$ cat src/rtl/alu_issue_ctrl.sv
// alu_issue_ctrl: issue/writeback control wrapped around a clocked 8-bit alu.
// Owns a 4x8 register file; load-immediate and halt never touch the alu.
module alu_issue_ctrl #(
   parameter int         ALU_LATENCY = 1,
   parameter logic [3:0] HALT_OP     = 4'b1111,
   parameter logic [3:0] LDI_OP      = 4'b1110
) (
   input  logic       clk,
   input  logic       rst_n,
   input  logic       instr_valid,
   output logic       instr_ready,
   input  logic [15:0] instr,
   output logic       enable_alu,
   output logic [3:0] alu_opcode,
   output logic [7:0] alu_in_a,
   output logic [7:0] alu_in_b,
   output logic [7:0] alu_shamp,
   input  logic [7:0] alu_out,
   input  logic       alu_flag_zero,
   input  logic       alu_flag_carry,
   output logic       wb_valid,
   output logic [1:0] wb_rd,
   output logic [7:0] wb_data,
   output logic       flag_zero,
   output logic       flag_carry,
   output logic       halted
);

   typedef enum logic [2:0] {IDLE, ISSUE, WAIT, WB, HALTED} state_t;

   localparam logic [1:0] CNT_INIT = 2'(ALU_LATENCY - 1);

   state_t     state, state_n;
   logic [7:0] regs [4];
   logic [1:0] rd_q;
   logic [1:0] cnt;
   logic [3:0] op;
   logic [1:0] rd, rs;
   logic [7:0] imm;
   logic       xfer;
   logic       alu_done;

   assign {op, rd, rs, imm} = instr;
   assign xfer     = instr_valid && instr_ready;
   assign alu_done = (state == WAIT) && (cnt == 2'd0);

   always_comb begin
      state_n = state;
      case (state)
         IDLE: begin
            if (xfer) begin
               if (op == HALT_OP)     state_n = HALTED;
               else if (op == LDI_OP) state_n = WB;
               else                   state_n = ISSUE;
            end
         end
         ISSUE:   state_n = WAIT;
         WAIT:    if (cnt == 2'd0) state_n = WB;
         WB:      state_n = IDLE;
         HALTED:  state_n = HALTED;
         default: state_n = IDLE;
      endcase
   end

   // All handshake/status outputs are registered from the next state,
   // so instr_ready has no combinational path from instr_valid.
   always_ff @(posedge clk or negedge rst_n) begin
      if (!rst_n) begin
         state       <= IDLE;
         instr_ready <= 1'b1;
         enable_alu  <= 1'b0;
         wb_valid    <= 1'b0;
         halted      <= 1'b0;
         alu_opcode  <= '0;
         alu_in_a    <= '0;
         alu_in_b    <= '0;
         alu_shamp   <= '0;
         wb_rd       <= '0;
         wb_data     <= '0;
         flag_zero   <= 1'b0;
         flag_carry  <= 1'b0;
         rd_q        <= '0;
         cnt         <= '0;
         for (int i = 0; i < 4; i++) regs[i] <= '0;
      end else begin
         state       <= state_n;
         instr_ready <= (state_n == IDLE);
         enable_alu  <= (state_n == ISSUE);
         wb_valid    <= (state_n == WB);
         halted      <= (state_n == HALTED);
         if (xfer) begin
            rd_q <= rd;
            if (op == LDI_OP) begin
               regs[rd] <= imm;
               wb_rd    <= rd;
               wb_data  <= imm;
            end else if (op != HALT_OP) begin
               alu_opcode <= op;
               alu_in_a   <= regs[rd];
               alu_in_b   <= regs[rs];
               alu_shamp  <= imm;
            end
         end
         if (state == ISSUE)
            cnt <= CNT_INIT;
         else if (state == WAIT && cnt != 2'd0)
            cnt <= cnt - 2'd1;
         if (alu_done) begin
            regs[rd_q] <= alu_out;
            wb_rd      <= rd_q;
            wb_data    <= alu_out;
            flag_zero  <= alu_flag_zero;
            flag_carry <= alu_flag_carry;
         end
      end
   end

endmodule

$ cat config.mk
export PLATFORM = sky130hd
export DESIGN_NAME = alu_issue_ctrl
export DESIGN_NICKNAME = d
export VERILOG_FILES = /design/src/rtl/alu_issue_ctrl.sv
export SDC_FILE = /design/constraint.sdc
export NUM_CORES = 1
export LEC_CHECK = 0
export CAP_MARGIN = 5
export CELL_PAD_IN_SITES_DETAIL_PLACEMENT = 0
export CELL_PAD_IN_SITES_GLOBAL_PLACEMENT = 1
export CORE_MARGIN = 3
export CORE_UTILIZATION = 38
export DETAILED_ROUTE_END_ITERATION = 10
export PLACE_DENSITY_LB_ADDON = 0.12
export REMOVE_ABC_BUFFERS = 1
export SLEW_MARGIN = 30
export SYNTH_ARGS = -nofsm -noshare
export SYNTH_HDL_FRONTEND = slang
export SYNTH_SLANG_ARGS = --single-unit
$ cat constraint.sdc
create_clock -name clk -period 1.7 [get_ports clk]
set_input_delay 0.34 -clock clk [delete_from_list [all_inputs] [get_ports clk]]
set_output_delay 0.34 -clock clk [all_outputs]
set_load 0.01 [all_outputs]
==> After elaboration in Yosys (flattened, before gate mapping) <==
Index checks and enable logic that the tools add are counted.
{ "classes": {"n_eq_ne": 9, "n_reduce_logical": 14, "n_addsub": 1, "mux": 28, "n_bitwise": 4, "magnitude_cmp": 5} }
{ "op_table": {"columns": ["operator", "n"], "rows": [
  ["32-bit 2-to-1 mux", 3],
  ["8-bit 2-to-1 mux", 9],
  ["32-bit bitwise mux", 2],
  ["8-bit binary-select mux with 2-bit select", 2],
  ["8-bit demux with 2-bit select", 2],
  ["2-bit 2-to-1 mux", 6],
  ["3-bit case mux with 4 select lines", 1],
  ["3-bit greater-or-equal comparator, second input constant", 3],
  ["3-bit 2-to-1 mux", 3],
  ["2-bit inverter with 3-bit output", 3],
  ["4-bit == test, second input constant", 2],
  ["2-bit nonzero test", 4],
  ["3-bit by 1-bit == test with 1-bit output, second input constant", 2],
  ["3-bit by 2-bit == test with 1-bit output, second input constant", 2],
  ["3-bit == test, second input constant", 2],
  ["3-bit logical NOT", 2],
  ["3-bit by 1-bit < comparator with 1-bit output, second input constant", 2],
  ["1-bit logical AND", 5],
  ["4-bit != test, second input constant", 1],
  ["3-bit AND reduction", 1],
  ["2-bit logical NOT", 1],
  ["2-bit AND reduction", 1],
  ["2-bit by 1-bit subtractor with 2-bit output, second input constant", 1],
  ["1-bit inverter", 1]
]} }
{ "totals": {"inputBits": 29, "ff_bits": 83, "elab_cells": 80} }

==> Logic depth before layout (Yosys ltp) <==
Gate-level depths: netlist of run 1.
{ "depth": {"depth_word": 10, "mapped_depth": 7, "mapped_depth_nobuf": 5} }

==> Worst setup path before layout of run 1 <==
Ideal clock, no wire load.
{ "synth_timing": {"path_type": "flip-flop to flip-flop", "start": "register instr_ready", "end": "register alu_in_a[1]", "setup_ns": 0.125, "arrival_ns": 1.545, "setup_slack_ns": 0.031, "stages_incl_launch_ff": 6, "cell_sequence": "dfstp_2 buf_2 nand2_2 nor2_4 buf_4 mux2_2"} }
{ "synth_via": {"elab_chain_cells": 2} }
{ "synth_lines": {"columns": ["element", "line", "source"], "rows": [
  ["from (decl)", "11", "output logic instr_ready,"],
  ["from (signal assigned)", "87", "instr_ready <= (state_n == IDLE);"],
  ["1-bit logical AND", "44", "assign xfer = instr_valid && instr_ready;"],
  ["3-bit AND reduction (no line)", null, null],
  ["to (signal assigned)", "99", "alu_in_a <= regs[rd];"],
  ["to (decl)", "15", "output logic [7:0] alu_in_a,"]
]} }
Every way passes these cells.
A chain may end at the register's enable or synchronous reset.

==> Final worst setup path of run 1 <==
{ "layout_timing": {"start": "input port instr[10]", "end": "register alu_in_a[2]"} }
{ "layout_via": {"elab_chain_cells": 4} }
{ "layout_lines": {"columns": ["element", "line", "source"], "rows": [
  ["from (decl)", "12", "input logic [15:0] instr,"],
  ["2-bit inverter with 3-bit output (implied by the code)", "99", null],
  ["8-bit binary-select mux with 2-bit select", "99", null],
  ["8-bit 2-to-1 mux (implied by the code) (2 in series)", "99", null]
]} }
Every way passes these cells. The select of a mux whose other input is x is not followed.

==> results of run 1 <==
state kept, by name, indices dropped and copies added (netlist names), 3 cells and up:
name	count
alu_opcode	4
state	3
regs	32
alu_shamp	8
alu_in_a	8
alu_in_b	8
wb_data	8
logic make-up after synthesis:
logic type | Yosys count | share of synthesized area (%)
AOI/OAI and AO/OA | 98 | 13.1
DFF | 83 | 47.8
adders and majority gates | 1 | 0.288
and+or+nand+nor | 125 | 17.5
muxes | 44 | 15.8
buffers and inverters | 48 | 5.58
worst min path at each step:
stage                                          to  depth (start not counted)
after floorplan           alu_in_a[0]$_DFFE_PN0P_                          0
after CTS                  flag_carry$_DFFE_PN0P_                          2
after global routing      alu_in_a[7]$_DFFE_PN0P_                          1
final                      flag_carry$_DFFE_PN0P_                          2
after global placement    alu_in_b[4]$_DFFE_PN0P_                          1
after detailed placement  alu_in_b[4]$_DFFE_PN0P_                          1
power by group:
group	internal [mW]	leakage, nW	total (mW)	switching (mW)
Sequential	2.94	0.950	3.59	0.650
Combinational	2.44	1.13	4.66	2.22
Clock	1.01	0.132	1.78	0.769
per-stage QoR:
step | hold slack [ns] | std cells | setup WS, ns | setup TNS [ns] | cell area, sq um
6_report | 0.478 | 639 | 0.0344 | 0 | 5870
5_1_grt | 0.518 | 639 | -0.0176 | -0.101 | 5870
4_1_cts | 0.485 | 638 | -0.0764 | -1.03 | 5800
3_5_place_dp | 0.336 | 622 | -0.355 | -17.48 | 5530
3_3_place_gp | 0.338 | 622 | -0.314 | -14.94 | 5530
2_1_floorplan | 0.0444 | 357 | -0.744 | -31.69 | 4130
worst min-delay path, cell delays in order, from the launching register on:
cell     delay [ns]
dfrtp_1        0.34
nand2_1        0.05
nand2_1        0.05
metal layers:
| layer | vias to the layer above | global-route usage [%] |
|---|---|---|
| met5 | - | 0 |
| met4 | 0 | 8.49 |
| met3 | 18 | 4.28 |
| met2 | 191 | 32.3 |
| met1 | 1919 | 31.1 |
| li1 | 1744 | - |
area by class of cell:
class,instances,area [sq um]
Tap cell,140,175
Timing Repair Buffer,127,1240
Fill cell,982,5160
Inverter,6,22.5
Clock inverter,3,15.0
Sequential cell,83,2080
Clock buffer,12,246
Multi-Input combinational cell,268,2090
layout by cell type, fill, tap and decap left out, types with 7 or more instances in the layout:
cell	count
nand3_1	46
mux2_2	28
mux4_2	14
nand2_1	8
buf_12	8
o21ai_1	7
clkbuf_16	9
clkdlybuf4s50_1	67
dfrtp_1	82
nor2_1	12
o21ai_0	37
a31oi_1	42
buf_4	46
nor4_1	30
what timing repair did:
| item | CTS | global route |
|---|---|---|
| endpoints found under the setup margin | 25 | 34 |
| hold buffers | 1 | 0 |
| pin swaps | 0 | 3 |
| resized for setup | 1 | 13 |
| setup buffers | 0 | 1 |
| hold endpoints to repair | 32 | 0 |
cells in the mapped netlist (3+ instances only):
cell type / instances
mux2_2: 28
nor4_1: 32
nor2_1: 12
clkbuf_1: 20
buf_4: 5
dfrtp_1: 82
mux4_2: 13
nand4bb_1: 3
o21ai_1: 7
inv_1: 4
o21ai_0: 37
nand3_2: 3
nand3_1: 46
buf_6: 4
a21oi_1: 4
mux4_1: 3
nand2_1: 8
buf_2: 11
a31oi_1: 42
==> impl_metrics.toml, run 1 <==
[synthesis]
syn_area_sq_um = 4350
synth_top_area_cell = "dfrtp_1"
synth_top_area_share_pct = 47.2
ys_types = 45
yosysSeqAreaShare_pct = 47.8
yosys_register_bits = 83
syn_inst = 399
ys_warn_count = 0
synth_edf_count = 0
synth.avg_cell_area_sq_um = 10.9
synth_area_leaders = "dfrtp_1 (47%), mux2_2 (7.2%), mux4_2 (6.7%)"
async_reset_ff_share_pct = 100
synth_ff_type = "dfrtp_1"

[pwr]
power_density_nw_per_um2 = 1710
power_mw = 10.0
ir_worst_vdd_mv = 0.817
leakage_nw = 2.21

[die]
design.core.area_sq_um = 11000
die_h_um = 113
die_w_um = 113
rows = 38
start_util_pct = 39.4
ios = 73
dieArea_sq_um = 12800

[place]
io_buffers = 72
hpwl_um = 9230
place.gp.congestion = 0.853

[critical_path]
critPathBufInv = 3
r2r_cells = 7
slowest_delay_ns = 0.53
crit_path_top_delay_cell = "mux4_1"
endpoint_kind = "flip-flop"
cp_data_required_time_ns = 1.92
start_kind = "primary input"
crit_end = "alu_in_a[2]$_DFFE_PN0P_"
ff2ff_setup_slack_ns = 0.07
startpoint = "instr[10]"
crit_fanout = 5
critical_path_depth = 5
rr_endpoint = "regs[28]$_DFF_PN0_"
crit_type = "in2reg"
critical_path.cell_chain = "clkdlybuf4s50_1 -> buf_6 -> buf_12 -> mux4_1 -> mux2_2"
reg2reg_from = "cnt[0]$_DFFE_PN0P_"
crit_family = "multiplexers"
worstPathArrival_ns = 1.89

[timing]
slew_viol_final = 0
finalSetupViolCount = 0
period_share_pct = 98.0
slew_headroom_pct = 67.4
finalClockSkew_ns = 0.00470
max_clock_freq_ghz = 0.600
worst_pin_slew_ns = 0.490
period_needed_ns = 1.67
hold_viol_final = 0

[hold_path]
hold_start = "flag_carry$_DFFE_PN0P_"
hold_path.class = "reg2reg"

[cts]
root_buffer = "clkbuf_16"
clk_path_buf_depth = 2
insertion_delay_ns = 0.34
cts_inserted_buffers = 9
cts.sinks = 83
h-tree-depth = 3
path_clk_slew_ns = 0.06
cts_tree = "yes"

[routing]
wire_per_inst_um = 21.4
antenna_left = 0
drc = 0
wl_met3_um = 1080
routed_wl_um = 13700
viasPerCell = 6.06
wl_met1_um = 6050
routed-wl-met2_um = 6260
firstDrtPassIters = 4
routed.top_layer = "met4"
drt_iter0_drc = 248
num_vias = 3872

[cells_and_area]
fin_util_pct = 53.2
drive_gt1_share_pct = 25.1
antenna_cells = 0
final_nets = 525
area.growth.synth_to_final_pct = 34.9

[grt]
grt_overflow_total = 0
antenna_found_initial = 0
grt_pass1_vias = 3745
grt_pass1_wl_um = 21400
grt_max_degree = 55
grtUsageTotal_pct = 21.7

[status]
status = "finished clean"

[flow_run]
cap_violations = 0
Power figures use the tool's default switching activity.
==> run 2: changes to the inputs <==
--- a/config.mk
+++ b/config.mk
@@ -13,6 +13,7 @@
 export DETAILED_ROUTE_END_ITERATION = 10
 export PLACE_DENSITY_LB_ADDON = 0.12
 export REMOVE_ABC_BUFFERS = 1
+export SKIP_CTS_REPAIR_TIMING = 1
 export SLEW_MARGIN = 30
 export SYNTH_ARGS = -nofsm -noshare
 export SYNTH_HDL_FRONTEND = slang
==> run 2 against run 1 <==
Compared with the run above:
- the run now ends with negative setup slack left
- clock power about the same
- total power increased by 0.75%
- non-clock buffer count increased by 1
- register-to-register slack got worse by 0.05 ns
- critical path type unchanged
- largest cell class unchanged
- highest routed layer unchanged
==> impl_metrics.toml, run 2 (same netlist as run 1, synthesis figures left out) <==
[cts]
path_clk_slew_ns = 0.06
h-tree-depth = 3
cts.sinks = 83
clk_path_buf_depth = 2
root_buffer = "clkbuf_16"
cts_inserted_buffers = 9
insertion_delay_ns = 0.34
cts_tree = "yes"

[grt]
grt_pass1_vias = 3745
antenna_found_initial = 0
grt_pass1_wl_um = 21400
grt_overflow_total = 0
grt_max_degree = 55
grtUsageTotal_pct = 21.7

[pwr]
power_density_nw_per_um2 = 1720
leakage_nw = 2.21
ir_worst_vdd_mv = 0.823
power_mw = 10.1

[routing]
viasPerCell = 6.02
wire_per_inst_um = 21.5
firstDrtPassIters = 5
antenna_left = 0
routed_wl_um = 13800
num_vias = 3854
drc = 0
drt_iter0_drc = 245

[timing]
fin_tns_setup_ns = -0.00393
worst_slack_ns = -0.00393
slew_headroom_pct = 67.3
period_needed_ns = 1.70
max_clock_freq_ghz = 0.587
worst_pin_slew_ns = 0.490
hold_viol_final = 0
rsz0062_at_grt = "true"
finalClockSkew_ns = 0.00644
slew_viol_final = 0
finalSetupViolCount = 1
period_share_pct = 100

[cells_and_area]
final_cells = 640
final_nets = 526
drive_gt1_share_pct = 25.6
largest_reg_flops = 32
area.growth.synth_to_final_pct = 35.3
antenna_cells = 0
fill_cells = 977
layout_commonest_cell = "dfrtp_1"
multi_input_area_sq_um = 2100
top_register = "regs"
fin_util_pct = 53.4
stdcell_area_sq_um = 5890
final_cell_mix = "dfrtp_1 (82), clkdlybuf4s50_1 (69), buf_4 (47)"
seqCellArea_sq_um = 2080

[critical_path]
crit_type = "in2reg"
critical_path.cell_chain = "clkdlybuf4s50_1 -> buf_4 -> nor4bb_1 -> buf_4 -> nand3_1 -> a31oi_1"
slowest_delay_ns = 0.59
crit_path_top_delay_cell = "clkdlybuf4s50_1"
crit_fanout = 8
endpoint_kind = "flip-flop"
startpoint = "instr[13]"
start_kind = "primary input"
worstPathArrival_ns = 1.96
reg2reg_from = "cnt[0]$_DFFE_PN0P_"
cp_data_required_time_ns = 1.96
cpMostUsedCell = "buf_4"

[place]
io_buffers = 72
hpwl_um = 9230
place.gp.congestion = 0.853
dp.cells = 622
place_area_sq_um = 5530

[die]
die_h_um = 113
start_util_pct = 39.4
design.core.area_sq_um = 11000
dieArea_sq_um = 12800
ios = 73
rows = 38
die_w_um = 113

[hold_path]
hold_start = "flag_carry$_DFFE_PN0P_"
hold_path.class = "reg2reg"

[status]
status = "complete, but fails checks"
violations = "negative setup slack"

[flow_run]
cap_violations = 0
run 2: final cells by class:
class	instances	area share [%]
timing repair buffer	128	21.2
inverter	6	0.383
multi-input combinational	268	35.7
sequential	83	35.3
clock inverter	3	0.255
clock buffer	12	4.19
tap	140	2.98
run 2: worst max-delay path, delay by kind of cell:
family,cells,cell delay (ns)
compound gates,1,0.20
simple gates,2,0.40
buf+inv,3,1.02
run 2: path summary, 6_finish.rpt:
kind | to | slack [ns] | depth (start not counted)
worst max-delay path | regs[8]$_DFF_PN0_ | -0.004 | 6
worst min-delay path | flag_carry$_DFFE_PN0P_ | 0.48 | 2
worst max register to register | wb_valid$_DFF_PN0_ | 0.02 | 7
worst min register to register | flag_carry$_DFFE_PN0P_ | 0.48 | 2
max in group asynchronous | instr_ready$_DFF_PN1_ | 0.62 | 3
min in group asynchronous | alu_in_b[4]$_DFFE_PN0P_ | 0.50 | 2
run 2: power by group:
group	internal (mW)	switching (mW)
Combinational	2.48	2.24
Sequential	2.94	0.650
Clock	1.01	0.775
Total	6.44	3.67
run 2: stage by stage:
step,worst slack [ns],hold WS (ns)
3_5_place_dp,-0.355,0.336
5_1_grt,-0.0586,0.518
2_1_floorplan,-0.744,0.0444
4_1_cts,-0.168,-0.0254
6_report,-0.00393,0.478
3_3_place_gp,-0.314,0.338
run 2: layer usage:
metal	wire length, um	global-route usage [%]
met1	6090	31.1
met2	6370	32.3
met4	336	8.49
met5	0	0
met3	998	4.39
